<file path="config.mk">
export PLATFORM = sky130hd
export DESIGN_NAME = pig_impact_gen_flat
export DESIGN_NICKNAME = d
export VERILOG_FILES = /design/src/rtl/pig_impact_gen_if.sv /design/src/rtl/pig_impact_gen.sv /design/src/flat_wrapper.sv
export SDC_FILE = /design/constraint.sdc
export NUM_CORES = 1
export LEC_CHECK = 0
export BUFFER_PORTS_ARGS = -buffer_cell sky130_fd_sc_hd__buf_2
export CAP_MARGIN = 30
export CORE_ASPECT_RATIO = 2
export CORE_MARGIN = 1
export CORE_UTILIZATION = 30
export DETAILED_ROUTE_END_ITERATION = 10
export GPL_TIMING_DRIVEN = 0
export PLACE_DENSITY = 0.47
export SLEW_MARGIN = 25
export SYNTH_ARGS = -nofsm -noshare
export SYNTH_HDL_FRONTEND = slang
export SYNTH_SLANG_ARGS = --single-unit
</file>
<file path="constraint.sdc">
create_clock -name clk -period 3.6 [get_ports clk]
set_input_delay 0.36 -clock clk [delete_from_list [all_inputs] [get_ports clk]]
set_output_delay 0.36 -clock clk [all_outputs]
set_load 0.01 [all_outputs]
</file>
<file path="src/rtl/pig_impact_gen_if.sv">
// Pig force interface: raster/bird/pig inputs in, one-frame impulse and hit strobe out.
// vsync is a single-clk frame strobe; hit is a single-clk pulse the clk after a hit-registering vsync.
interface pig_impact_gen_if;
  logic               vsync;
  logic [9:0]         h_cnt;
  logic [9:0]         v_cnt;
  logic               bird;
  logic               pig;
  logic [3:0]         pig_dir;
  logic signed [16:0] bird_vx;
  logic signed [16:0] bird_vy;
  logic signed [16:0] pig_force_x;
  logic signed [16:0] pig_force_y;
  logic               hit;
  logic [7:0]         hit_count;
  // FSM state for observation: 0=SCAN, 1=APPLY, 2=COOLDOWN
  logic [1:0]         dbg_state;

  modport master (
    output vsync, h_cnt, v_cnt, bird, pig, pig_dir, bird_vx, bird_vy,
    input  pig_force_x, pig_force_y, hit, hit_count, dbg_state
  );

  modport slave (
    input  vsync, h_cnt, v_cnt, bird, pig, pig_dir, bird_vx, bird_vy,
    output pig_force_x, pig_force_y, hit, hit_count, dbg_state
  );
endinterface

</file>
<file path="src/rtl/pig_impact_gen.sv">
// Counts bird/pig pixel overlap per frame, decides the hit side and issues a one-frame
// velocity-derived impulse to the pig, followed by a debounce cooldown.
module pig_impact_gen #(
  parameter int unsigned FORCE_SHIFT = 3,
  parameter logic [16:0] MIN_KICK    = 17'd32,
  parameter logic [16:0] MAX_FORCE   = 17'd1024,
  parameter logic [9:0]  MIN_OVERLAP = 10'd4,
  parameter logic [3:0]  COOL_FRAMES = 4'd8
) (
  input  logic             clk,
  input  logic             rst,
  pig_impact_gen_if.slave  bus
);

  typedef enum logic [1:0] {
    S_SCAN  = 2'd0,
    S_APPLY = 2'd1,
    S_COOL  = 2'd2
  } state_t;

  localparam logic [1:0] D_ZERO  = 2'd0;
  localparam logic [1:0] D_PLUS  = 2'd1;
  localparam logic [1:0] D_MINUS = 2'd2;

  state_t             r_state, w_state_nxt;
  logic [3:0]         r_cool, w_cool_nxt;
  logic signed [16:0] r_fx, r_fy, w_fx_nxt, w_fy_nxt;
  logic               r_hit, w_hit_nxt;
  logic [7:0]         r_hcnt, w_hcnt_nxt;

  logic [19:0] r_pos;
  logic        r_pos_vld;
  logic [9:0]  r_ovl, r_nx, r_ny;
  logic [7:0]  r_l, r_r, r_t, r_b;
  logic        w_new_px, w_ovl, w_near_x, w_near_y;
  logic [16:0] w_mag_x, w_mag_y;
  logic [1:0]  w_dir_x, w_dir_y;
  logic signed [16:0] w_imp_x, w_imp_y;

  function automatic logic [9:0] inc10(input logic [9:0] v);
    return (v == 10'h3FF) ? v : v + 10'd1;
  endfunction

  function automatic logic [7:0] inc8(input logic [7:0] v);
    return (v == 8'hFF) ? v : v + 8'd1;
  endfunction

  // |v| with -65536 saturated to 65535, scaled, then floored at MIN_KICK and clamped at MAX_FORCE
  function automatic logic [16:0] mag_of(input logic signed [16:0] v);
    logic [16:0] a;
    logic [16:0] s;
    if (v[16] && (v[15:0] == 16'd0)) a = 17'h0FFFF;
    else if (v[16])                  a = $unsigned(-v);
    else                             a = $unsigned(v);
    s = a >> FORCE_SHIFT;
    if (s < MIN_KICK)  s = MIN_KICK;
    if (s > MAX_FORCE) s = MAX_FORCE;
    return s;
  endfunction

  function automatic logic [1:0] side_of(input logic [7:0] a, input logic [7:0] b,
                                         input logic near, input logic neg);
    if (a > b)     return D_PLUS;
    if (b > a)     return D_MINUS;
    if (near)      return D_ZERO;
    return neg ? D_MINUS : D_PLUS;
  endfunction

  function automatic logic signed [16:0] signed_mag(input logic [16:0] m, input logic [1:0] d);
    case (d)
      D_PLUS:  return $signed(m);
      D_MINUS: return $signed(~m + 17'd1);
      default: return 17'sd0;
    endcase
  endfunction

  // A pixel counts once, on the first clk its coordinates appear
  assign w_new_px = !r_pos_vld || ({bus.h_cnt, bus.v_cnt} != r_pos);
  assign w_ovl    = w_new_px && bus.bird && bus.pig && (r_state != S_COOL);
  assign w_near_x = {r_nx, 1'b0} > {1'b0, r_ovl};
  assign w_near_y = {r_ny, 1'b0} > {1'b0, r_ovl};

  always_ff @(posedge clk) begin
    if (rst) begin
      r_pos     <= '0;
      r_pos_vld <= 1'b0;
      r_ovl     <= '0;
      r_nx      <= '0;
      r_ny      <= '0;
      r_l       <= '0;
      r_r       <= '0;
      r_t       <= '0;
      r_b       <= '0;
    end else begin
      r_pos     <= {bus.h_cnt, bus.v_cnt};
      r_pos_vld <= 1'b1;
      // A pixel coincident with vsync seeds the new frame rather than the closing one
      if (bus.vsync) begin
        r_ovl <= {9'd0, w_ovl};
        r_nx  <= {9'd0, w_ovl && bus.pig_dir[3]};
        r_ny  <= {9'd0, w_ovl && bus.pig_dir[2]};
        r_l   <= {7'd0, w_ovl && !bus.pig_dir[1]};
        r_r   <= {7'd0, w_ovl && bus.pig_dir[1]};
        r_t   <= {7'd0, w_ovl && !bus.pig_dir[0]};
        r_b   <= {7'd0, w_ovl && bus.pig_dir[0]};
      end else if (w_ovl) begin
        r_ovl <= inc10(r_ovl);
        if (bus.pig_dir[3]) r_nx <= inc10(r_nx);
        if (bus.pig_dir[2]) r_ny <= inc10(r_ny);
        if (bus.pig_dir[1]) r_r <= inc8(r_r);
        else                r_l <= inc8(r_l);
        if (bus.pig_dir[0]) r_b <= inc8(r_b);
        else                r_t <= inc8(r_t);
      end
    end
  end

  always_comb begin
    w_mag_x = mag_of(bus.bird_vx);
    w_mag_y = mag_of(bus.bird_vy);
    w_dir_x = side_of(r_l, r_r, w_near_x, bus.bird_vx[16]);
    w_dir_y = side_of(r_t, r_b, w_near_y, bus.bird_vy[16]);
    w_imp_x = signed_mag(w_mag_x, w_dir_x);
    w_imp_y = signed_mag(w_mag_y, w_dir_y);
    // The pig only latches a hit on a non-zero impulse, so never send all zeros
    if ((w_dir_x == D_ZERO) && (w_dir_y == D_ZERO)) w_imp_x = $signed(MIN_KICK);
  end

  always_comb begin
    w_state_nxt = r_state;
    w_cool_nxt  = r_cool;
    w_fx_nxt    = r_fx;
    w_fy_nxt    = r_fy;
    w_hit_nxt   = 1'b0;
    w_hcnt_nxt  = r_hcnt;
    if (bus.vsync) begin
      case (r_state)
        S_SCAN: begin
          if (r_ovl >= MIN_OVERLAP) begin
            w_state_nxt = S_APPLY;
            w_fx_nxt    = w_imp_x;
            w_fy_nxt    = w_imp_y;
            w_hit_nxt   = 1'b1;
            w_hcnt_nxt  = inc8(r_hcnt);
          end
        end
        S_APPLY: begin
          w_fx_nxt = 17'sd0;
          w_fy_nxt = 17'sd0;
          if (COOL_FRAMES == 4'd0) begin
            w_state_nxt = S_SCAN;
          end else begin
            w_state_nxt = S_COOL;
            w_cool_nxt  = COOL_FRAMES;
          end
        end
        S_COOL: begin
          w_cool_nxt = (r_cool == 4'd0) ? 4'd0 : r_cool - 4'd1;
          if (r_cool <= 4'd1) w_state_nxt = S_SCAN;
        end
        default: w_state_nxt = S_SCAN;
      endcase
    end
  end

  always_ff @(posedge clk) begin
    if (rst) begin
      r_state <= S_SCAN;
      r_cool  <= '0;
      r_fx    <= '0;
      r_fy    <= '0;
      r_hit   <= 1'b0;
      r_hcnt  <= '0;
    end else begin
      r_state <= w_state_nxt;
      r_cool  <= w_cool_nxt;
      r_fx    <= w_fx_nxt;
      r_fy    <= w_fy_nxt;
      r_hit   <= w_hit_nxt;
      r_hcnt  <= w_hcnt_nxt;
    end
  end

  assign bus.pig_force_x = r_fx;
  assign bus.pig_force_y = r_fy;
  assign bus.hit         = r_hit;
  assign bus.hit_count   = r_hcnt;
  assign bus.dbg_state   = r_state;

endmodule

</file>
<file path="src/flat_wrapper.sv">
// flat-port wrapper written by rule: the top's interface ports become plain ports
module pig_impact_gen_flat 
#(
  parameter int unsigned FORCE_SHIFT = 3,
  parameter logic [16:0] MIN_KICK    = 17'd32,
  parameter logic [16:0] MAX_FORCE   = 17'd1024,
  parameter logic [9:0]  MIN_OVERLAP = 10'd4,
  parameter logic [3:0]  COOL_FRAMES = 4'd8
)
  (clk, rst, bus_vsync, bus_h_cnt, bus_v_cnt, bus_bird, bus_pig, bus_pig_dir, bus_bird_vx, bus_bird_vy, bus_pig_force_x, bus_pig_force_y, bus_hit, bus_hit_count, bus_dbg_state);
  pig_impact_gen_if bus_i ();
  input  logic clk;
  input  logic rst;
  input wire logic [$bits(bus_i.vsync)-1:0] bus_vsync;
  input wire logic [$bits(bus_i.h_cnt)-1:0] bus_h_cnt;
  input wire logic [$bits(bus_i.v_cnt)-1:0] bus_v_cnt;
  input wire logic [$bits(bus_i.bird)-1:0] bus_bird;
  input wire logic [$bits(bus_i.pig)-1:0] bus_pig;
  input wire logic [$bits(bus_i.pig_dir)-1:0] bus_pig_dir;
  input wire logic [$bits(bus_i.bird_vx)-1:0] bus_bird_vx;
  input wire logic [$bits(bus_i.bird_vy)-1:0] bus_bird_vy;
  output wire logic [$bits(bus_i.pig_force_x)-1:0] bus_pig_force_x;
  output wire logic [$bits(bus_i.pig_force_y)-1:0] bus_pig_force_y;
  output wire logic [$bits(bus_i.hit)-1:0] bus_hit;
  output wire logic [$bits(bus_i.hit_count)-1:0] bus_hit_count;
  output wire logic [$bits(bus_i.dbg_state)-1:0] bus_dbg_state;
  assign bus_i.vsync = bus_vsync;
  assign bus_i.h_cnt = bus_h_cnt;
  assign bus_i.v_cnt = bus_v_cnt;
  assign bus_i.bird = bus_bird;
  assign bus_i.pig = bus_pig;
  assign bus_i.pig_dir = bus_pig_dir;
  assign bus_i.bird_vx = bus_bird_vx;
  assign bus_i.bird_vy = bus_bird_vy;
  assign bus_pig_force_x = bus_i.pig_force_x;
  assign bus_pig_force_y = bus_i.pig_force_y;
  assign bus_hit = bus_i.hit;
  assign bus_hit_count = bus_i.hit_count;
  assign bus_dbg_state = bus_i.dbg_state;
  pig_impact_gen #(.FORCE_SHIFT(FORCE_SHIFT), .MIN_KICK(MIN_KICK), .MAX_FORCE(MAX_FORCE), .MIN_OVERLAP(MIN_OVERLAP), .COOL_FRAMES(COOL_FRAMES)) u_core (.clk(clk), .rst(rst), .bus(bus_i));
endmodule
</file>
After elaboration in Yosys (flattened, before gate mapping):

Index checks and enable logic that the tools add are counted.

* register bits after elaboration: 132
* bits in latches: 0
* memory bits (writable): 0
* bits in read-only memories: 0
* input port bits: 63
* output and inout port bits: 45
* word-level logic and storage cells: 212
* memories: 0

* add/subtract/negate cells: 13
* $mul: 0
* divide/modulo/power cells: 0
* order comparisons: 12
* eq/ne operators: 27
* shifts and indexed selects: 0
* muxes and demuxes: 75
* bitwise logic cells: 14
* reduce and logical (&&, ||, !) cells: 49

Operator list (count)
* case mux 17 bit (2 select lines): 4
* 2-to-1 mux 17 bit: 7
* 2-to-1 mux 14 bit: 4
* AND reduction 3 bit: 14
* 2-to-1 mux 1 bit: 41
* adder 8 x 1 -> 8 bit (second input constant): 5
* equality test 8 bit (second input constant): 5
* adder 17 x 1 -> 17 bit (second input constant): 2
* negation 17 bit: 2
* inverter 14 -> 17 bit: 2
* greater-than comparator 8 bit: 4
* zero test 16 bit: 2
* 2-to-1 mux 2 bit: 16
* adder 10 x 1 -> 10 bit (second input constant): 3
* equality test 10 bit (second input constant): 3
* greater-than comparator 14 x 11 -> 1 bit (second input constant): 2
* < comparator 14 x 6 -> 1 bit (second input constant): 2
* greater-than comparator 11 x 10 -> 1 bit: 2
* != test 2 bit (second input constant): 10
* != test 20 bit: 1
* nonzero test 2 bit: 7
* logical AND 1 bit: 12
* inverter 1 bit: 12
* >= comparator 10 x 3 -> 1 bit (second input constant): 1
* 16 further kinds: 27

Longest topological paths before layout:

Gate-level depths: netlist (run 1).

* depth after elaboration: 13
* gate-level depth with buffers: 19
* depth with buffers taken out: 17

Worst setup path after synthesis (run 1):

Ideal clock, no wire load.

* kind: input to register
* start: in bus_bird_vx[6]
* end: reg u_core.r_fx[6] (netlist: u_core.bus.pig_force_x[6])
* library setup time: 136 ps
* arrival: 3310 ps
* data required time: 3464 ps
* setup slack: 154 ps
* cell stages on the path: 13
* buffers on the path: 1
* cells stage by stage: or4_1 > buf_2 > or4_4 > nor4b_4 > nor3_2 > mux2i_1 > nor2_1 > o21ai_0 > ha_1 > o31ai_1 > inv_1 > a311oi_1 > o32ai_1

* cells in the longest elaborated chain, start to end: 13
* elaborated cells between the ends (all ways): 15
* classes of those cells: add/sub: 2; order compare: 2; mux: 8; bitwise: 1; reduce/logical: 2

Ends and longest elaborated chain
* start, declared: RTL line flat_wrapper.sv:20 `input wire logic [$bits(bus_i.bird_vx)-1:0] bus_bird_vx;`
* negation 17 bit or zero test 16 bit (tied branches): RTL line pig_impact_gen.sv:53, pig_impact_gen.sv:52
* 2-to-1 mux 17 bit or logical AND 1 bit (tied branches): RTL line pig_impact_gen.sv:53, pig_impact_gen.sv:52
* 2-to-1 mux 17 bit (*): RTL line pig_impact_gen.sv:52 `if (v[16] && (v[15:0] == 16'd0)) a = 17'h0FFFF;`
* < comparator 14 x 6 -> 1 bit: RTL line pig_impact_gen.sv:56 `if (s < MIN_KICK) s = MIN_KICK;`
* 2-to-1 mux 14 bit (*): RTL line pig_impact_gen.sv:56
* greater-than comparator 14 x 11 -> 1 bit: RTL line pig_impact_gen.sv:57 `if (s > MAX_FORCE) s = MAX_FORCE;`
* 2-to-1 mux 14 bit (*): RTL line pig_impact_gen.sv:57
* inverter 14 -> 17 bit: RTL line pig_impact_gen.sv:72 `D_MINUS: return $signed(~m + 17'd1);`
* adder 17 x 1 -> 17 bit: RTL line pig_impact_gen.sv:72
* case mux 17 bit (2 select lines) (*): RTL line pig_impact_gen.sv:70 `case (d)`
* 2-to-1 mux 17 bit (*): RTL line pig_impact_gen.sv:126 `if ((w_dir_x == D_ZERO) && (w_dir_y == D_ZERO)) w_imp_x = $signed(MIN_KICK);`
* 2-to-1 mux 17 bit (*): RTL line pig_impact_gen.sv:139 `if (r_ovl >= MIN_OVERLAP) begin`
* case mux 17 bit (2 select lines) (*): RTL line pig_impact_gen.sv:137 `case (r_state)`
* end signal, assigned: RTL line pig_impact_gen.sv:177 `r_fx <= w_fx_nxt;`
* end, declared: RTL line pig_impact_gen.sv:27 `logic signed [16:0] r_fx, r_fy, w_fx_nxt, w_fy_nxt;`

Every way passes the cells marked *; elsewhere a longest branch is shown, timed or not. The select of a mux whose other input is x is not followed.
A chain may end at the register's enable or synchronous reset.

Final worst setup path (run 1):

* start: in bus_bird_vx[6]
* end: reg u_core.r_fx[8] (netlist: u_core.bus.pig_force_x[8])

Same word-level chain as after synthesis.

==> results.md, run 1 <==
* Syn Area/Cell at 8.145 µm²
* HP Start: bus_h_cnt[0]
* Skew final at 0.007733 ns
* Clock Path Buffers at 2
* Clk slew on worst S/H paths at 0.06 ns
* Largest net degree at the start of global routing at 17
* Max Cap Viol at 0
* Status: finished, final reports clean
* Layout cell share with drive strength beyond 1 at 17.61%
* DRC Markers at 0
* Flop pwr share at 39.4%
* Setup TNS at 0 ns
* Diode count at 0
* Pwr/cell area at 382.2 nW/µm²
* Hold Slack at 0.1562 ns
* HP Class: in -> reg
* Die H at 234.3 µm
* Sink Count at 132
* GP Congestion at 0.8812
* Final hold vios at 0
* Syn nets at 1112
* Relative slew slack at 42.22%
* DR vias/cell at 5.195
* Synth warn at 0
* Cells on worst reg2reg path at 17
* Switching share of total power at 25.71%
* CORE AREA at 26380 µm²
* Placed cell area at 9057 µm²
* DR pass1 iterations at 4
* Clock power frac at 49.4%
* Final worst path period share at 98.82%
* First-pass GRT wire length at 41190 µm
* Fmax at 281.1 MHz
* CP Launch Type: input port
* Initial antenna violation count at 0
* Max-slew violations at 0
* Share of the synthesized area in the top cell type at 32.64%
* Overflow after GRT at 0
* R2R Setup Slk at 0.18 ns
* Area contributors post-synth: dfxtp_1 (33%), ha_1 (8.5%), xnor2_1 (5.7%)
* Async S/R FF share, synth at 0%
* Setup ws final at 0.04236 ns
* Post-Place Cells at 1443
* H-tree levels at 4
* Switching power of the nets at 0.9711 mW
* Gate Count Post-Synth at 994
* Clock root buffer master: clkbuf_16
* Vias in the first global route at 7640
* Worst R2R Start: u_core.r_ovl[2]$_SDFFE_PP0P_
* Clk_lat worst skew at 0.44 ns
* R2R Path End: u_core.bus.pig_force_x[2]$_SDFFE_PP0P_
* Multi-input logic area at 5263 µm²
* Synth Register Bits at 132
* Ys flop type: dfxtp_1
* Antenna viol nets, final at 0
* Comb power frac at 11.2%
* Input/output buffers at 105
* Area grow syn2layout at 22.05%
* Initial Utilization at 30.69%
* Worst-Margin Slew at 0.8648 ns
* Final min period at 3.558 ns
* Reg area at 2648 µm²
* RSZ-0062 raised after global routing: true
* Min-Delay Endpoint: u_core.r_pos[10]$_SDFF_PP0_
* Non-Filler Instances at 1480
* IO Pins at 108
* Largest area contributor in the netlist: dfxtp_1
* Initial DRC count at 299
* Num CTS Buffers at 17
* Crit path kind: in -> reg
* TritonCTS clock tree: built
* DR WL/cell at 17.70 µm
* EDFF count, synth at 0
* Final instance area at 9882 µm²
* Internal power at 2.806 mW
* Peak VDD IR at 283.3 µV
* Die area at 27690 µm²
* Register area share after synthesis at 32.64%
* Placement Setup Slack at -0.8900 ns
* GRT Resource Usage Total at 19.61%
* CP Max Fanout at 8
* Final setup fails at 0
* Post-Syn Area at 8097 µm²
* CP required at 3.95 ns
* Final #Nets at 1243
* Pleak at 3.838 nW
* Fillers at 2792
* CP Capture Type: flop
* Arr. time, crit path at 3.91 ns
* Dpl hpwl at 20970 µm
* DR vias at 7688
* Overall die width at 118.2 µm
* Hold Crit Depth at 2
* Row count at 84
* Synth unique cells at 72
* Post-Route WL at 26200 µm
[worst max-delay path, cell delays in order]
cell,delay (ns)
buf_2,0.13
or4_1,0.50
buf_2,0.20
or4_4,0.57
nor4b_4,0.17
nor3_4,0.29
mux2i_1,0.39
nor2_2,0.13
o21ai_1,0.22
ha_1,0.29
o31ai_2,0.14
nor4_1,0.27
a21oi_1,0.08
o22ai_1,0.16
[through the flow]
stage                     total power [mW]  util (%)
after floorplan                      1.772         -
after global placement               1.924     34.32
after detailed placement             1.927     34.33
after CTS                            3.818     36.90
after global routing                 3.931     37.46
final                                3.777     37.46
[cell usage after synthesis (25+ instances only)]
library cell  number
ha_1              55
xor2_1            37
nor2_1           107
nand3_1           43
a21oi_1           52
xnor2_1           53
clkbuf_1          35
inv_1             38
and3_1            27
dfxtp_1          132
nor3_1            28
nor2b_1           25
nand2_1           81
nand4_1           30
o21ai_0           31
[worst max path at each step]
stage | startpoint | endpoint | slack, ns | cells after the start
2_1_floorplan | bus_bird_vx[6] | u_core.bus.pig_force_x[6]$_SDFFE_PP0P_ | 0.15 | 13
3_3_place_gp | bus_bird_vx[6] | u_core.bus.pig_force_x[6]$_SDFFE_PP0P_ | -0.92 | 14
6_report | bus_bird_vx[6] | u_core.bus.pig_force_x[8]$_SDFFE_PP0P_ | 0.04 | 14
5_1_grt | bus_bird_vx[6] | u_core.bus.pig_force_x[6]$_SDFFE_PP0P_ | -0.02 | 14
4_1_cts | u_core.r_ovl[2]$_SDFFE_PP0P_ | u_core.bus.pig_force_y[7]$_SDFFE_PP0P_ | 0.002 | 15
3_5_place_dp | bus_bird_vx[2] | u_core.bus.pig_force_x[6]$_SDFFE_PP0P_ | -0.89 | 14
[kinds of logic after synthesis]
group	Yosys count	share of synthesized area (%)
buf+inv	81	3.910
compound gates	208	17.68
xor+xnor	90	9.736
fa+ha+maj	55	8.499
mux	13	1.607
simple gates	415	25.93
flops	132	32.64
[area by class of cell]
type / count / share of cell area (%)
Sequential cell: 132 / 26.79
Tap cell: 344 / 4.356
Multi-Input combinational cell: 781 / 53.25
Buffer: 39 / 1.811
Clock buffer: 18 / 4.444
Inverter: 40 / 1.519
Timing Repair Buffer: 114 / 6.002
Clock inverter: 12 / 1.823
[state kept, by name, summed over array words and instances (netlist names), 10 cells and up]
register / flops
u_core.bus.pig_force_x: 17
u_core.bus.pig_force_y: 17
u_core.r_nx: 10
u_core.r_ny: 10
u_core.r_ovl: 10
u_core.r_pos: 20
[timing repair]
item,in CTS,in global routing
endpoints found under the setup margin,18,16
pin swaps,0,5
buffers inserted,1,8
hold buffers,0,0
resized for setup,18,26
[cell usage in the layout, fill, tap and decap left out, types with 5 or more instances in the layout]
cell         n
buf_4        9
o21ai_0     26
inv_1       38
dfxtp_1    130
a22oi_1      5
a211oi_1     5
and2_1       5
o31ai_1     11
nor4_1      15
o21ai_1      5
clkbuf_16   17
and3_1      25
clkbuf_1    30
or3_1       21
nand4_1     30
nand3_1     43
a31oi_1     13
mux2i_1     13
xor2_1      37
buf_2      108
a21oi_1     51
nand2_1     78
nor3_1      28
o211ai_1    10
nor2_1     106
ha_1        55
nor2b_1     25
or2_2        7
a21o_1      20
o22ai_1      5
a32oi_1      5
xnor2_1     53
[metal layers]
metal  GRT usage (%)  part of all wire [%]
met4           11.62                   4.2
met2           40.02                    57
met1           17.35                    35
met3           3.818                   3.4
met5               0                     0
[power groups by stage]
stage	registers (mW)	clock network (mW)	logic, mW
2_1_floorplan	1.52	0	0.251
3_3_place_gp	1.52	0	0.401
3_5_place_dp	1.52	0	0.404
4_1_cts	1.49	1.91	0.412
5_1_grt	1.49	1.98	0.465
6_report	1.49	1.87	0.421
(Power assumes the default switching activity.)
==> inputs of run 2 (changes only) <==
- CTS_BUF_LIST: not set -> sky130_fd_sc_hd__clkbuf_2
==> run 2 against run 1 <==
Net effect:
- the run now ends with negative setup slack left
- register-to-register slack worse by 0.05 ns
- non-clock buffer count increased by 23
- cell count grew 1.6%
- first-iteration DRC count is 14% higher
- clock power decreased by 44%
- power shrank 21%
- utilization decreased by 0.55 points
- global-route usage up 0.13 points
- fmax is 2.1% lower
- worst hold slack worse by 0.040 ns
- largest power group is now registers
==> results.md, run 2 (synthesis results as in run 1) <==
* Status: finished, violations left
* Failing checks: negative setup slack
* Hold Slack at 0.1162 ns
* Antenna viol nets, final at 0
* Layout cell share with drive strength beyond 1 at 16.22%
* Final instance area at 9736 µm²
* Sink Count at 132
* Placement Setup Slack at -0.8900 ns
* Cells on worst reg2reg path at 17
* Placed cell area at 9057 µm²
* Relative slew slack at 42.23%
* Final #Nets at 1266
* Commonest non-fill, non-tap cells in the layout: dfxtp_1 (130), buf_2 (109), nor2_1 (107), nand2_1 (79), ha_1 (55)
* DR vias/cell at 5.158
* Skew final at 0.05024 ns
* Worst-Margin Slew at 0.8647 ns
* Post-Place Cells at 1443
* Top reg by flops: u_core.r_pos
* DR pass1 iterations at 4
* CP Launch Type: input port
* Initial antenna violation count at 1
* Multi-input logic area at 5229 µm²
* GP Congestion at 0.8812
* Most used cell, CP: buf_2
* IO Pins at 108
* RSZ-0062 raised after global routing: true
* Reg area at 2650 µm²
* Peak VDD IR at 234.0 µV
* Post-Route WL at 26390 µm
* Dpl hpwl at 20970 µm
* Final worst path period share at 100.9%
* Largest net degree at the start of global routing at 17
* DR WL/cell at 17.54 µm
* Pwr/cell area at 306.1 nW/µm²
* Non-Filler Instances at 1504
* CP Max Fanout at 8
* Largest register FFs at 20
* Clock root buffer master: clkbuf_2
* Total Power at 2.980 mW
* CP max-delay cell: or4_4
* Crit-path max cell delay at 0.57 ns
* TritonCTS clock tree: built
* Fillers at 2820
* Pleak at 3.777 nW
* Die H at 234.3 µm
* GRT Resource Usage Total at 19.73%
* Setup ws final at -0.03219 ns
* H-tree levels at 4
* DRC Markers at 0
* Crit path kind: in -> reg
* Max-slew violations at 0
* HP Class: in -> reg
* Overflow after GRT at 0
* DR vias at 7757
* Vias in the first global route at 7821
* First-pass GRT wire length at 41610 µm
* Commonest non-fill, non-tap cell in the layout: dfxtp_1
* Clk_lat worst skew at 0.82 ns
* Arr. time, crit path at 4.29 ns
* Input/output buffers at 105
* CP required at 4.26 ns
* Clk slew on worst S/H paths at 0.22 ns
* Num CTS Buffers at 17
* Area grow syn2layout at 20.24%
* Max Cap Viol at 0
* Hold Crit Depth at 4
* Fmax at 275.3 MHz
* Final hold vios at 0
* Initial DRC count at 341
* CP Capture Type: flop
* Initial Utilization at 30.69%
* CORE AREA at 26380 µm²
* Worst path cell trace: buf_2 > or4_1 > buf_2 > or4_4 > nor4b_4 > nor3_4 > mux2i_1 > nor2_1 > o21ai_0 > ha_1 > o31ai_1 > inv_1 > a311oi_1 > o32ai_1
* Die area at 27690 µm²
* Final setup fails at 1
* Post-layout util at 36.90%
* Setup TNS at -0.03219 ns
* Final min period at 3.632 ns
* Clock Path Buffers at 2
* Row count at 84
* Overall die width at 118.2 µm
-- run 2: changes by cell type in the layout (fill, tap and decap cells not counted), sizes merged --
cell,delta
dlygate4sd3,+27
clkbuf,-1
clkinv,+1
buf,-4
diode,+1
-- run 2: final timing paths --
kind                                                         startpoint                                      end  slack (ns)
worst max-delay path                                     bus_bird_vx[6]   u_core.bus.pig_force_x[6]$_SDFFE_PP0P_       -0.03
worst min-delay path                                    bus_bird_vy[16]   u_core.bus.pig_force_y[0]$_SDFFE_PP0P_        0.12
worst max register to register             u_core.r_ovl[2]$_SDFFE_PP0P_   u_core.bus.pig_force_x[2]$_SDFFE_PP0P_        0.13
worst min register to register  u_core.bus.pig_force_x[12]$_SDFFE_PP0P_  u_core.bus.pig_force_x[12]$_SDFFE_PP0P_        0.47
-- run 2: layout make-up --
cell class | instances | share of cell area [%]
flip-flops and latches | 132 | 27.22
well taps | 344 | 4.421
multi-input cells | 781 | 53.71
repair buffers | 137 | 8.559
plain buffers | 39 | 1.761
clock buffers | 17 | 0.8739
diodes | 1 | 0.02570
clock inverters | 13 | 1.889
inverters | 40 | 1.542
-- run 2: report_power, final --
group	switching, mW	leakage, nW	internal, mW	total (mW)
Sequential	0.0116	1.07	1.48	1.49
Clock	0.603	0.154	0.450	1.05
Combinational	0.265	2.55	0.171	0.435
Total	0.879	3.78	2.10	2.98
-- run 2: critical path, delay by kind of cell --
kind	cells	cell delay (ns)
compound gates	4	0.98
fa+ha+maj	1	0.31
buf+inv	3	0.57
mux	1	0.19
simple gates	5	1.89
-- run 2: what timing repair did --
item	4_1_cts	5_1_grt
hold buffers	27	0
endpoints found under the setup margin	20	13
endpoints found under the hold margin	34	0
setup buffers	0	5
pin swaps	0	4
resized for setup	18	13
-- run 2: layer usage --
metal / GRT usage (%) / wire (µm) / vias to the layer above
met3: 3.940 / 885 / 62
met4: 10.98 / 1169 / 0
li1: - / - / 3905
met1: 17.36 / 9220 / 3638
met5: 0 / 0 / -
met2: 40.64 / 15110 / 152
==> inputs of run 3 (changes only) <==
- PLACE_DENSITY: 0.47 -> 0.46
==> run 3 against run 2 <==
Net effect:
- the run now ends clean
- clock skew decreased by 0.019 ns
- clock power about the same
- via count increased by 0.93%
- fmax increased by 4.8%
- routed wire length increased by 0.22%
- worst hold slack improved by 0.0032 ns
- worst setup slack improved by 0.17 ns
- critical path depth increased by 3
- flip-flop and latch count unchanged
- first-iteration DRC count decreased by 7.3%
- global-route usage decreased by 0.14 points
- register-to-register slack about the same
- highest routed layer unchanged
==> results.md, run 3 (synthesis results as in run 1) <==
* Dpl hpwl at 21090 µm
* Pleak at 3.764 nW
* Most Used Layer, Global Route: met2
* Clock root buffer master: clkbuf_2
* Clock Path Buffers at 2
* Fmax at 288.6 MHz
* First-pass GRT wire length at 41520 µm
* CP Launch Type: flop
* DR vias at 7829
* TritonCTS clock tree: built
* Total Power at 2.966 mW
* Input/output buffers at 105
* Peak VDD IR at 171.4 µV
* CP required at 4.33 ns
* Post-Place Cells at 1443
* Initial Utilization at 30.69%
* Most used cell, CP: a21o_1
* Arr. time, crit path at 4.20 ns
* Vias in the first global route at 7842
* CORE AREA at 26380 µm²
* DR pass1 iterations at 7
* Final min period at 3.465 ns
* Worst path cell trace: inv_1 > ha_1 > a21o_1 > a21o_1 > a21o_1 > a21o_1 > a21oi_2 > o21ai_2 > a21o_1 > a21o_1 > ha_1 > and3_4 > nand2_2 > buf_8 > o32ai_1 > o41ai_2 > a21oi_1
* Skew final at 0.03143 ns
* Status: finished, final reports clean
* Hold Slack at 0.1194 ns
* CP max-delay cell: dfxtp_4
* GP Congestion at 0.8683
* Delay-heaviest family, CP: compound AO/OA/AOI/OAI gates
* Crit path kind: reg -> reg
* Largest register FFs at 20
* Non-Filler Instances at 1503
* Relative slew slack at 37.63%
* GRT Resource Usage Total at 19.59%
* Num CTS Buffers at 17
* CP Max Fanout at 10
* Clk slew on worst S/H paths at 0.22 ns
* DR WL/cell at 17.59 µm
* RSZ-0062 raised after global routing: false
* Overflow after GRT at 0
* HP Class: in -> reg
* Largest net degree at the start of global routing at 17
* Top reg by flops: u_core.r_pos
* Commonest non-fill, non-tap cell in the layout: dfxtp_1
* Overall die width at 118.2 µm
* Initial DRC count at 316
* Routing usage on met3 at 4.159%
* Sink Count at 132
* H-tree levels at 4
* Fillers at 2834
* Area grow syn2layout at 19.77%
* CP Capture Type: flop
* Final setup fails at 0
* Die H at 234.3 µm
* Worst-Margin Slew at 0.9355 ns
* Placed cell area at 9057 µm²
* Final worst path period share at 96.26%
* Antenna viol nets, final at 0
* DRC Markers at 0
* Final #Nets at 1263
* Layout cell share with drive strength beyond 1 at 16.06%
* Max-slew violations at 0
* Global routing usage on met1 at 17.63%
* Met2 Usage GRT at 40.88%
* CP bufs+invs at 2
* Pwr/cell area at 305.9 nW/µm²
* DR vias/cell at 5.209
* Die area at 27690 µm²
* Final hold vios at 0
* Initial antenna violation count at 1
* Row count at 84
* Post-Route WL at 26440 µm
* Clk_lat worst skew at 0.81 ns
* Final instance area at 9697 µm²
* Crit-path max cell delay at 0.42 ns
* Commonest non-fill, non-tap cells in the layout: dfxtp_1 (129), buf_2 (108), nor2_1 (107), nand2_1 (78), ha_1 (55)
* IO Pins at 108
* Max Cap Viol at 0
-- run 3: repair_timing --
item | 4_1_cts | 5_1_grt
hold endpoints to repair | 32 | 0
pin swaps | 0 | 2
resized for setup | 15 | 16
buffers inserted | 0 | 2
endpoints found under the setup margin | 21 | 15
hold buffers | 27 | 0
-- run 3: metrics by stage --
step / utilization, % / setup WS, ns / TNS, ns
global placement: 34.32 / -0.7505 / -8.091
global route: 36.76 / 0.009631 / 0
finish: 36.76 / 0.1347 / 0
detailed placement: 34.33 / -0.7238 / -7.479
floorplan: - / 0.1544 / 0
CTS: 36.51 / 0.005968 / 0
-- run 3: layout make-up --
cell class              count  area, µm²  area share [%]
repair buffers            134      810.8           8.361
well taps                 344      430.4           4.439
clock buffers              18      90.09          0.9290
diodes                      1      2.502         0.02581
flip-flops and latches    132       2649           27.32
plain buffers              39      173.9           1.794
multi-input cells         781       5215           53.78
inverters                  40      150.1           1.548
clock inverters            14      175.2           1.806
-- run 3: path summary, 6_finish.rpt --
| check | start | depth (start not counted) | slack [ns] | to |
|---|---|---|---|---|
| max | u_core.r_ovl[2]$_SDFFE_PP0P_ | 17 | 0.13 | u_core.bus.pig_force_x[2]$_SDFFE_PP0P_ |
| min | bus_bird_vy[16] | 4 | 0.12 | u_core.bus.pig_force_y[0]$_SDFFE_PP0P_ |
| max reg2reg | u_core.r_ovl[2]$_SDFFE_PP0P_ | 17 | 0.13 | u_core.bus.pig_force_x[2]$_SDFFE_PP0P_ |
| min reg2reg | u_core.bus.pig_force_x[13]$_SDFFE_PP0P_ | 2 | 0.47 | u_core.bus.pig_force_x[13]$_SDFFE_PP0P_ |
-- run 3: per-layer routing --
metal / up-vias / wire (µm)
met1: 3721 / 9151
met3: 46 / 920
li1: 3902 / -
met4: 0 / 868
met2: 160 / 15500
met5: - / 0
-- run 3: where the power goes --
group | internal (mW) | switching [mW] | leakage [nW] | total (mW)
sequential | 1.48 | 0.0113 | 1.07 | 1.49
combinational | 0.170 | 0.263 | 2.53 | 0.433
clock | 0.402 | 0.637 | 0.159 | 1.04
-- run 3: tightest hold or removal path, stage by stage --
cell and delay (ns):
buf_2 0.13, a31o_2 0.24, o211ai_1 0.10, a21oi_1 0.07
